==> src/rtl/arm_ctrl_pkg.sv <==
// Shared encodings for the ARM-subset multi-cycle controller: FSM states,
// ALU/immediate selects, instruction field codes and condition codes.
package arm_ctrl_pkg;

  typedef logic [3:0] state_t;

  localparam state_t S_FETCH  = 4'd0;
  localparam state_t S_DECODE = 4'd1;
  localparam state_t S_EXEC   = 4'd2;
  localparam state_t S_ALUWB  = 4'd3;
  localparam state_t S_MEMADR = 4'd4;
  localparam state_t S_MEMRD  = 4'd5;
  localparam state_t S_MEMWB  = 4'd6;
  localparam state_t S_MEMWR  = 4'd7;
  localparam state_t S_BRANCH = 4'd8;

  localparam logic [1:0] ALU_ADD = 2'b00;
  localparam logic [1:0] ALU_SUB = 2'b01;
  localparam logic [1:0] ALU_AND = 2'b10;
  localparam logic [1:0] ALU_ORR = 2'b11;

  localparam logic [1:0] IMM_8  = 2'b00;
  localparam logic [1:0] IMM_12 = 2'b01;
  localparam logic [1:0] IMM_24 = 2'b10;

  localparam logic [1:0] OP_DP  = 2'b00;
  localparam logic [1:0] OP_MEM = 2'b01;
  localparam logic [1:0] OP_BR  = 2'b10;

  localparam logic [3:0] CMD_AND = 4'b0000;
  localparam logic [3:0] CMD_SUB = 4'b0010;
  localparam logic [3:0] CMD_ADD = 4'b0100;
  localparam logic [3:0] CMD_CMP = 4'b1010;
  localparam logic [3:0] CMD_ORR = 4'b1100;

  localparam logic [3:0] COND_EQ = 4'b0000;
  localparam logic [3:0] COND_NE = 4'b0001;
  localparam logic [3:0] COND_CS = 4'b0010;
  localparam logic [3:0] COND_CC = 4'b0011;
  localparam logic [3:0] COND_MI = 4'b0100;
  localparam logic [3:0] COND_PL = 4'b0101;
  localparam logic [3:0] COND_VS = 4'b0110;
  localparam logic [3:0] COND_VC = 4'b0111;
  localparam logic [3:0] COND_HI = 4'b1000;
  localparam logic [3:0] COND_LS = 4'b1001;
  localparam logic [3:0] COND_GE = 4'b1010;
  localparam logic [3:0] COND_LT = 4'b1011;
  localparam logic [3:0] COND_GT = 4'b1100;
  localparam logic [3:0] COND_LE = 4'b1101;
  localparam logic [3:0] COND_AL = 4'b1110;
  localparam logic [3:0] COND_NV = 4'b1111;

  function automatic logic [1:0] cmd_to_alu(input logic [3:0] cmd);
    case (cmd)
      CMD_SUB, CMD_CMP: return ALU_SUB;
      CMD_AND:          return ALU_AND;
      CMD_ORR:          return ALU_ORR;
      default:          return ALU_ADD;
    endcase
  endfunction

endpackage

==> src/rtl/cond_check.sv <==
// ARM condition-code evaluator against registered {N,Z,C,V}; purely combinational.
module cond_check
  import arm_ctrl_pkg::*;
#(
  parameter int COND_EN = 1
) (
  input  logic [3:0] cond,
  input  logic [3:0] flags,
  output logic       pass
);

  logic n, z, c, v;
  logic eval;

  assign {n, z, c, v} = flags;

  always_comb begin
    eval = 1'b0;
    case (cond)
      COND_EQ: eval = z;
      COND_NE: eval = !z;
      COND_CS: eval = c;
      COND_CC: eval = !c;
      COND_MI: eval = n;
      COND_PL: eval = !n;
      COND_VS: eval = v;
      COND_VC: eval = !v;
      COND_HI: eval = c && !z;
      COND_LS: eval = !c || z;
      COND_GE: eval = (n == v);
      COND_LT: eval = (n != v);
      COND_GT: eval = !z && (n == v);
      COND_LE: eval = z || (n != v);
      COND_AL: eval = 1'b1;
      default: eval = 1'b0;   // 1111 is rejected as illegal by the decoder
    endcase
  end

  assign pass = (COND_EN == 0) ? 1'b1 : eval;

endmodule

==> src/rtl/arm_mc_control.sv <==
// Multi-cycle FSM controller for the ARM-subset datapath: decodes the IR,
// gates each instruction on its condition code and owns the NZCV register.
module arm_mc_control
  import arm_ctrl_pkg::*;
#(
  parameter int ALUCTRL_W = 2,
  parameter int IMMSRC_W  = 2,
  parameter int COND_EN   = 1
) (
  input  logic                 clock,
  input  logic                 reset_n,
  input  logic [31:0]          Instr,
  input  logic                 Z,
  input  logic                 N,
  input  logic                 C,
  input  logic                 V,
  input  logic                 mem_ready,
  output logic                 PCWrite,
  output logic                 IRWrite,
  output logic                 AdrSrc,
  output logic                 PCSrc,
  output logic [1:0]           RegSrc,
  output logic                 RegWrite,
  output logic                 ALUSrc,
  output logic                 MemWrite,
  output logic                 MemtoReg,
  output logic [IMMSRC_W-1:0]  ImmSrc,
  output logic [ALUCTRL_W-1:0] ALUControl,
  output logic [3:0]           flags,
  output logic                 illegal
);

  state_t     state_reg, state_next;
  logic [3:0] flags_reg;

  logic [3:0] cond, cmd;
  logic [1:0] op;
  logic       ibit, sbit, ubit;
  logic       unused_bits;

  assign cond = Instr[31:28];
  assign op   = Instr[27:26];
  assign ibit = Instr[25];
  assign cmd  = Instr[24:21];
  assign ubit = Instr[23];
  assign sbit = Instr[20];
  assign unused_bits = ^Instr[19:0];

  logic dp_ok, is_cmp, is_logic, legal, cond_pass, flag_we;
  logic [1:0] dp_alu, regsrc_dec;

  assign dp_ok    = (cmd == CMD_ADD) || (cmd == CMD_SUB) || (cmd == CMD_AND) ||
                    (cmd == CMD_ORR) || (cmd == CMD_CMP);
  assign is_cmp   = (cmd == CMD_CMP);
  assign is_logic = (cmd == CMD_AND) || (cmd == CMD_ORR);
  assign flag_we  = sbit || is_cmp;
  assign dp_alu   = cmd_to_alu(cmd);
  assign legal    = !((COND_EN != 0) && (cond == COND_NV)) &&
                    (((op == OP_DP) && dp_ok) || (op == OP_MEM) || (op == OP_BR));
  // RegSrc[1]: STR reads Rd as the store data; RegSrc[0]: branch reads PC
  assign regsrc_dec = {(op == OP_MEM) && !sbit, op == OP_BR};

  cond_check #(.COND_EN(COND_EN)) u_cond (
    .cond  (cond),
    .flags (flags_reg),
    .pass  (cond_pass)
  );

  always_comb begin
    state_next = state_reg;
    case (state_reg)
      S_FETCH:  if (mem_ready) state_next = S_DECODE;
      S_DECODE: begin
        if (!legal || !cond_pass) state_next = S_FETCH;
        else if (op == OP_DP)     state_next = S_EXEC;
        else if (op == OP_MEM)    state_next = S_MEMADR;
        else                      state_next = S_BRANCH;
      end
      S_EXEC:   state_next = S_ALUWB;
      S_MEMADR: state_next = sbit ? S_MEMRD : S_MEMWR;
      S_MEMRD:  if (mem_ready) state_next = S_MEMWB;
      S_MEMWR:  if (mem_ready) state_next = S_FETCH;
      default:  state_next = S_FETCH;
    endcase
  end

  always_ff @(posedge clock) begin
    if (!reset_n) begin
      state_reg <= S_FETCH;
      flags_reg <= 4'b0000;
    end else begin
      state_reg <= state_next;
      if (state_reg == S_ALUWB && flag_we)
        flags_reg <= is_logic ? {N, Z, flags_reg[1:0]} : {N, Z, C, V};
    end
  end

  logic       pcwrite_c, irwrite_c, adrsrc_c, pcsrc_c, regwrite_c;
  logic       alusrc_c, memwrite_c, memtoreg_c, illegal_c;
  logic [1:0] regsrc_c, immsrc_c, aluctl_c;

  always_comb begin
    pcwrite_c  = 1'b0;
    irwrite_c  = 1'b0;
    adrsrc_c   = 1'b0;
    pcsrc_c    = 1'b0;
    regwrite_c = 1'b0;
    alusrc_c   = 1'b0;
    memwrite_c = 1'b0;
    memtoreg_c = 1'b0;
    illegal_c  = 1'b0;
    immsrc_c   = IMM_8;
    aluctl_c   = ALU_ADD;
    regsrc_c   = (state_reg == S_FETCH) ? 2'b00 : regsrc_dec;
    case (state_reg)
      S_FETCH: begin
        irwrite_c = mem_ready;
        pcwrite_c = mem_ready;
      end
      S_DECODE: illegal_c = !legal;
      // ALU controls stay up through ALUWB so the sampled flags belong to this op
      S_EXEC, S_ALUWB: begin
        alusrc_c   = ibit;
        aluctl_c   = dp_alu;
        regwrite_c = (state_reg == S_ALUWB) && !is_cmp;
      end
      S_MEMADR: begin
        alusrc_c = 1'b1;
        immsrc_c = IMM_12;
        aluctl_c = ubit ? ALU_ADD : ALU_SUB;
      end
      S_MEMRD: adrsrc_c = 1'b1;
      S_MEMWB: begin
        memtoreg_c = 1'b1;
        regwrite_c = 1'b1;
      end
      S_MEMWR: begin
        adrsrc_c   = 1'b1;
        memwrite_c = 1'b1;
      end
      S_BRANCH: begin
        immsrc_c  = IMM_24;
        alusrc_c  = 1'b1;
        pcsrc_c   = 1'b1;
        pcwrite_c = 1'b1;
      end
      default: ;
    endcase
  end

  // Everything is forced low while reset is asserted, so an aborted access writes nothing
  assign PCWrite    = reset_n && pcwrite_c;
  assign IRWrite    = reset_n && irwrite_c;
  assign AdrSrc     = reset_n && adrsrc_c;
  assign PCSrc      = reset_n && pcsrc_c;
  assign RegSrc     = reset_n ? regsrc_c : 2'b00;
  assign RegWrite   = reset_n && regwrite_c;
  assign ALUSrc     = reset_n && alusrc_c;
  assign MemWrite   = reset_n && memwrite_c;
  assign MemtoReg   = reset_n && memtoreg_c;
  assign ImmSrc     = reset_n ? IMMSRC_W'(immsrc_c) : '0;
  assign ALUControl = reset_n ? ALUCTRL_W'(aluctl_c) : '0;
  assign illegal    = reset_n && illegal_c;
  assign flags      = flags_reg;

endmodule

==> config.mk <==
export PLATFORM = sky130hd
export DESIGN_NAME = arm_mc_control
export DESIGN_NICKNAME = d
export VERILOG_FILES = /design/src/rtl/arm_ctrl_pkg.sv /design/src/rtl/cond_check.sv /design/src/rtl/arm_mc_control.sv
export SDC_FILE = /design/constraint.sdc
export NUM_CORES = 1
export LEC_CHECK = 0
export ABC_AREA = 1
export ABC_CLOCK_PERIOD_IN_PS = 1300
export BUFFER_PORTS_ARGS = -buffer_cell sky130_fd_sc_hd__buf_2
export CAP_MARGIN = 20
export CORE_ASPECT_RATIO = 0.6
export CORE_MARGIN = 2
export CORE_UTILIZATION = 38
export DETAILED_ROUTE_END_ITERATION = 7
export GPL_TIMING_DRIVEN = 0
export PLACE_DENSITY = 0.8
export SLEW_MARGIN = 20
export SYNTH_ARGS = -nofsm -noshare
export SYNTH_HDL_FRONTEND = slang
export SYNTH_HIERARCHICAL = 1
export SYNTH_SLANG_ARGS = --single-unit
==> constraint.sdc <==
create_clock -name clock -period 1.3 [get_ports clock]
set_input_delay 0 -clock clock [delete_from_list [all_inputs] [get_ports clock]]
set_output_delay 0 -clock clock [all_outputs]
set_load 0.005 [all_outputs]
==> metrics, run 1 <==
outcome=finished, violations left; failing checks=negative setup slack; via count=~1,200; Slew HR=about 70%; Syn Area/Cell=between 5 and 6 um^2; worst path bufs/invs=1; Root Driver=clkbuf_8; CTS Buffer Depth=2; Max stage delay on crit path=approximately 0.38 ns; Psw=approximately 0.00033 W; worst skew pair latency=0.22 ns; post-layout min period=between 1 and 1.5 ns; layout filler cell count=217; worst clock skew=0.000783 ns; crit start category=flop; CP endpoint kind=flop; CTS H-tree depth=1; Post-Syn Area=~940 um^2; via-per-instance ratio=a little under 5; switching fraction of total power=a little over a third; Internal Power=between 0.0005 and 0.0006 W; diode count=0; Initial Util=41.8%; Clock power frac=a little under a third; WHS=~0.032 ns; worst min-delay path class=in2reg; die span in y=around 42 um; fin. max-slew vios=0; worst r2r dst=state_reg[2]$_SDFFE_PN0P_; # setup viols final=1; IO Pins=58; Area growth, synth to finish=39.0%; MaxCap Viol Count=0; FP Rows=13; GR Overflow Total=0; critical register-to-register path startpoint=flags[3]$_SDFFE_PN0P_; Netlist cell types=23; Max Clock Freq=~0.75 GHz; Post-route DRC=0; Final Hold Fails=0; die area=approximately 0.0029 mm^2; fin util=58.0%; most common cell after layout, fill and taps aside=nand2_1; Avg WL per Cell=10.2 um; CP Class=reg2reg; vias in the first global route=approximately 910; dpl hpwl=between 2000 and 2500 um; Initial DRC Count=102; most frequent cells in the layout=nand2_1 (49), buf_2 (37), nor2_1 (33), inv_1 (26), nand3_1 (16); TritonCTS buffer count=3; delay-heaviest family, CP=simple AND/OR/NAND/NOR gates; number of port buffers=37; Worst Path Max Fanout=6; RD Place Congestion=between 0.8 and 0.9; setup TNS=-0.0254 ns; Power Density=around 700 mW/mm^2; cells after synthesis=between 150 and 200; flops & latches, synth=8; final wirelength=~2600 um; CTS clk-pin slew, worst paths=around 0.04 ns; Initial DRT Pass Iterations=4; nets@finish=roughly 270; HP Start=N; syn_nets=between 200 and 250; initial antenna violation count=0; FF-to-FF setup slack=-0.03 ns; Tightest Pin Transition=0.469 ns; fraction of layout cells with a size suffix above 1=34.1%; crit share post-route=102%; cell leakage power=0.713 nW; pin count of the biggest net entering global routing=11; Max VDD drop=0.527 mV; GRT Util Overall=17.5%; combinational fraction of design power=~37%; Hold Path Sink=flags[3]$_SDFFE_PN0P_; first-pass GRT wire length=3880 um; Final WS setup=-0.0254 ns; crit-path cells=inv_4 > nand2_2 > nand3_2 > nand2_2 > nand2_2 > nand2_1 > nor2_1 > nand2_1 > nand4_1 > o21ai_1 > nand2_1 > nand2_1; critical path's most frequent cell=nand2_1; Seq pwr share=31.9%; sequential share of the synthesized area=17.1%; CP max stage cell=dfxtp_4; Synth warnings=6; # clock sinks=8; ANT nets after route=0; WP data arrival=between 1 and 1.5 ns; RSZ-0062 raised after global routing=yes; Die X-Extent=68.1 um; core outline area=approximately 0.0022 mm^2; CTS tree=yes; WHS Path Cells=3; Critical Path RT=between 1 and 1.5 ns; cell depth of the worst flop-to-flop path=12
cells in the mapped netlist, drive strengths merged:
cell type | number | share of area [%]
dfxtp | 8 | 17
clkinv | 3 | 1.2
nor3b | 1 | 0.80
o21ai | 6 | 3.2
nor3 | 3 | 1.6
nand2 | 58 | 24
nor4 | 2 | 1.3
nand3b | 2 | 1.6
clkbuf | 1 | 0.40
nor2 | 37 | 17
a21oi | 5 | 4.3
nand3 | 20 | 11
a211oi | 1 | 0.80
o22ai | 1 | 0.67
inv | 31 | 12
nand4 | 4 | 2.7
power by group through the flow:
stage / Clock, W / Sequential, W / Combinational [W]
2_1_floorplan: 0 / 0.000285 / 0.000208
3_3_place_gp: 0 / 0.000290 / 0.000305
3_5_place_dp: 0 / 0.000291 / 0.000307
4_1_cts: 0.000296 / 0.000290 / 0.000320
5_1_grt: 0.000313 / 0.000295 / 0.000379
6_report: 0.000285 / 0.000292 / 0.000338
through the flow:
step / instance area [um^2] / std cells / setup slack, ns / total power [W]
finish: 1300 / 256 / -0.0254 / 0.000915
global route: 1300 / 256 / -0.163 / 0.000987
CTS: 1250 / 255 / 0.00189 / 0.000907
detailed placement: 1160 / 250 / -0.124 / 0.000598
global placement: 1160 / 250 / -0.133 / 0.000595
floorplan: 937 / 183 / 0.0564 / 0.000493
kinds of logic after synthesis:
group / synth area share, %
buffers and inverters: 14.0
AO/OA/AOI/OAI: 8.95
flip-flops: 17.1
AND/OR/NAND/NOR: 59.9
cell type report:
class,count,area (um^2),share of cell area (%)
Buffer,1,3.75,0.288
Timing Repair Buffer,40,208,15.9
Sequential cell,8,183,14.0
Tap cell,30,37.5,2.88
Inverter,34,133,10.2
Multi-Input combinational cell,140,697,53.5
Clock buffer,3,41.3,3.17
layer usage:
layer	wire length, um	up-vias	GRT usage (%)
li1	-	660	-
met1	1360	526	28.2
met2	1010	50	22.5
met3	250	0	4.30
met4	0	0	3.60
met5	0	-	0
what timing repair did:
| action | CTS | global route |
|---|---|---|
| setup buffers | 2 | 1 |
| resized for setup | 18 | 16 |
| setup endpoints to repair | 9 | 12 |
| hold buffers | 0 | 0 |
| pin swaps | 3 | 11 |
| gates cloned | 0 | 0 |
worst reg2reg max path: stages (launching register included):
cell     delay [ns]
dfxtp_4        0.38
inv_4          0.05
nand2_2        0.06
nand3_2        0.07
nand2_2        0.09
nand2_2        0.05
nand2_1        0.06
nor2_1         0.04
nand2_1        0.10
nand4_1        0.09
o21ai_1        0.14
nand2_1        0.07
nand2_1        0.05
worst max-delay path by stage:
stage / start / to / cells after the start
6_report: flags[3]$_SDFFE_PN0P_ / state_reg[2]$_SDFFE_PN0P_ / 12
5_1_grt: flags[3]$_SDFFE_PN0P_ / state_reg[2]$_SDFFE_PN0P_ / 12
4_1_cts: flags[3]$_SDFFE_PN0P_ / state_reg[2]$_SDFFE_PN0P_ / 12
3_5_place_dp: flags[3]$_SDFFE_PN0P_ / state_reg[2]$_SDFFE_PN0P_ / 12
3_3_place_gp: flags[3]$_SDFFE_PN0P_ / state_reg[2]$_SDFFE_PN0P_ / 12
2_1_floorplan: flags[3]$_SDFFE_PN0P_ / state_reg[2]$_SDFFE_PN0P_ / 12
Note: power is estimated with default switching activity, not from simulation.
==> inputs of run 2 (changes only) <==
--- a/config.mk
+++ b/config.mk
@@ -12,9 +12,11 @@
 export CORE_ASPECT_RATIO = 0.6
 export CORE_MARGIN = 2
 export CORE_UTILIZATION = 38
+export CTS_CLUSTER_DIAMETER = 80
 export DETAILED_ROUTE_END_ITERATION = 7
 export GPL_TIMING_DRIVEN = 0
 export PLACE_DENSITY = 0.8
+export SKIP_LAST_GASP = 1
 export SLEW_MARGIN = 20
 export SYNTH_ARGS = -nofsm -noshare
 export SYNTH_HDL_FRONTEND = slang
==> metrics, run 2 (synthesis results as in run 1) <==
outcome=finished, violations left (unchanged); failing checks=negative setup slack (unchanged); Post-route DRC=0 (unchanged); worst min-delay path class=in2reg (unchanged); CTS tree=yes (unchanged); CP Class=reg2reg (unchanged); core outline area=0.00224 mm^2 (unchanged); RSZ-0062 raised after global routing=yes (unchanged); worst clock skew=0.00163 ns (was 0.000783 ns); CTS Buffer Depth=2 (unchanged); WHS=0.0397 ns (was 0.0323 ns); TritonCTS buffer count=3 (unchanged); Power Density=696 mW/mm^2 (was 702 mW/mm^2); Slew HR=66.7% (was 68.7%); final instance area=0.00133 mm^2 (was 0.00130 mm^2); # clock sinks=8 (unchanged); GRT Util Overall=18.3% (was 17.5%); crit share post-route=102% (about the same); fin util=59.1% (was 58.0%); Final Hold Fails=0 (unchanged); most frequent cells in the layout=nand2_1 (49), buf_2 (37), nor2_1 (32), inv_1 (26), nand3_1 (16) (was nand2_1 (49), buf_2 (37), nor2_1 (33), inv_1 (26), nand3_1 (16)); Worst Path Max Fanout=6 (unchanged); layout filler cell count=212 (was 217); ANT nets after route=0 (unchanged); fin. max-slew vios=0 (unchanged); Area growth, synth to finish=41.7% (was 39.0%); Initial Util=41.8% (unchanged); dpl hpwl=2100 um (unchanged); worst skew pair latency=0.22 ns (about the same); Tightest Pin Transition=0.499 ns (was 0.469 ns); die area=0.00289 mm^2 (unchanged); FP Rows=13 (unchanged); die span in y=42.5 um (unchanged); IO Pins=58 (unchanged); Initial DRC Count=87 (was 102); Avg WL per Cell=10.7 um (was 10.2 um); CP endpoint kind=flop (unchanged); MaxCap Viol Count=0 (unchanged); CTS clk-pin slew, worst paths=0.04 ns (about the same); GR Overflow Total=0 (unchanged); Initial DRT Pass Iterations=4 (unchanged); cell area after placement=0.00116 mm^2 (unchanged); CTS H-tree depth=1 (unchanged); # setup viols final=2 (was 1); Die X-Extent=68.1 um (unchanged); Max VDD drop=0.534 mV (was 0.527 mV); WP data arrival=1.48 ns (about the same); via count=1,253 (was 1,236); post-layout min period=1.33 ns (about the same); fraction of layout cells with a size suffix above 1=35.2% (was 34.1%); Final WS setup=-0.0250 ns (was -0.0254 ns); Place WS=-0.124 ns (unchanged); initial antenna violation count=0 (unchanged); pin count of the biggest net entering global routing=11 (unchanged); nets@finish=268 (was 267); most common cell after layout, fill and taps aside=nand2_1 (unchanged); Root Driver=clkbuf_8 (unchanged); setup TNS=-0.0401 ns (was -0.0254 ns); vias in the first global route=942 (was 908); Hold Buf Count CTS=0 (unchanged); Critical Path RT=1.46 ns (about the same); diode count=0 (unchanged); Max Clock Freq=0.755 GHz (was 0.754 GHz); first-pass GRT wire length=4060 um (was 3880 um); number of port buffers=37 (unchanged); final wirelength=2750 um (was 2620 um); via-per-instance ratio=4.88 (was 4.83); RD Place Congestion=0.892 (unchanged); crit start category=flop (unchanged); cell leakage power=0.718 nW (was 0.713 nW)
[run 2: cell count changes in the layout (fill, tap and decap cells not counted)]
| cell | before | now |
|---|---|---|
| buf_4 | 3 | 4 |
| nor2_1 | 33 | 32 |
| nor2_2 | 0 | 1 |
| nor4_1 | 2 | 1 |
| nor4_4 | 0 | 1 |
[run 2: timing repair]
item                                    CTS  global route
endpoints found under the setup margin    9            12
resized for setup                        15            22
pin swaps                                 3            11
setup buffers                             2             2
[run 2: power breakdown]
part / switching, W / internal [W]
clock network: 0.0000868 / 0.000200
registers: 0.0000323 / 0.000260
logic: 0.000218 / 0.000128
[run 2: worst paths after layout]
kind | end | slack (ns) | cells past startpoint | startpoint
max | state_reg[2]$_SDFFE_PN0P_ | -0.03 | 12 | flags[3]$_SDFFE_PN0P_
min | flags[3]$_SDFFE_PN0P_ | 0.04 | 3 | N
max reg2reg | state_reg[2]$_SDFFE_PN0P_ | -0.03 | 12 | flags[3]$_SDFFE_PN0P_
min reg2reg | state_reg[2]$_SDFFE_PN0P_ | 0.51 | 2 | state_reg[2]$_SDFFE_PN0P_
[run 2: worst max-delay path, stage by stage, from the launching register on]
cell and delay [ns]:
dfxtp_4 0.38, inv_4 0.05, nand2_2 0.06, nand3_2 0.07, nand2_2 0.09, nand2_2 0.05
nand2_1 0.05, nor2_1 0.04, nand2_1 0.10, nand4_1 0.09, o21ai_1 0.14, nand2_1 0.07
nand2_1 0.05
[run 2: area by class of cell]
cell class                      instances  area (um^2)  share of cell area, %
Multi-Input combinational cell        140          714                   53.8
Timing Repair Buffer                   41          215                   16.2
Sequential cell                         8          183                   13.8
Inverter                               34          133                   9.99
Clock buffer                            3         41.3                   3.11
Tap cell                               30         37.5                   2.83
Buffer                                  1         3.75                  0.283
[run 2: through the flow]
step / cells / power (W)
6_report: 257 / 0.000924
5_1_grt: 257 / 0.000998
4_1_cts: 255 / 0.000908
3_5_place_dp: 250 / 0.000598
3_3_place_gp: 250 / 0.000595
2_1_floorplan: 183 / 0.000493
[run 2: layer usage]
metal  GRT usage, %  routed length, um
met5              0                  0
met4           3.60                  0
met3           4.30                241
met2           25.0               1100
met1           28.4               1410
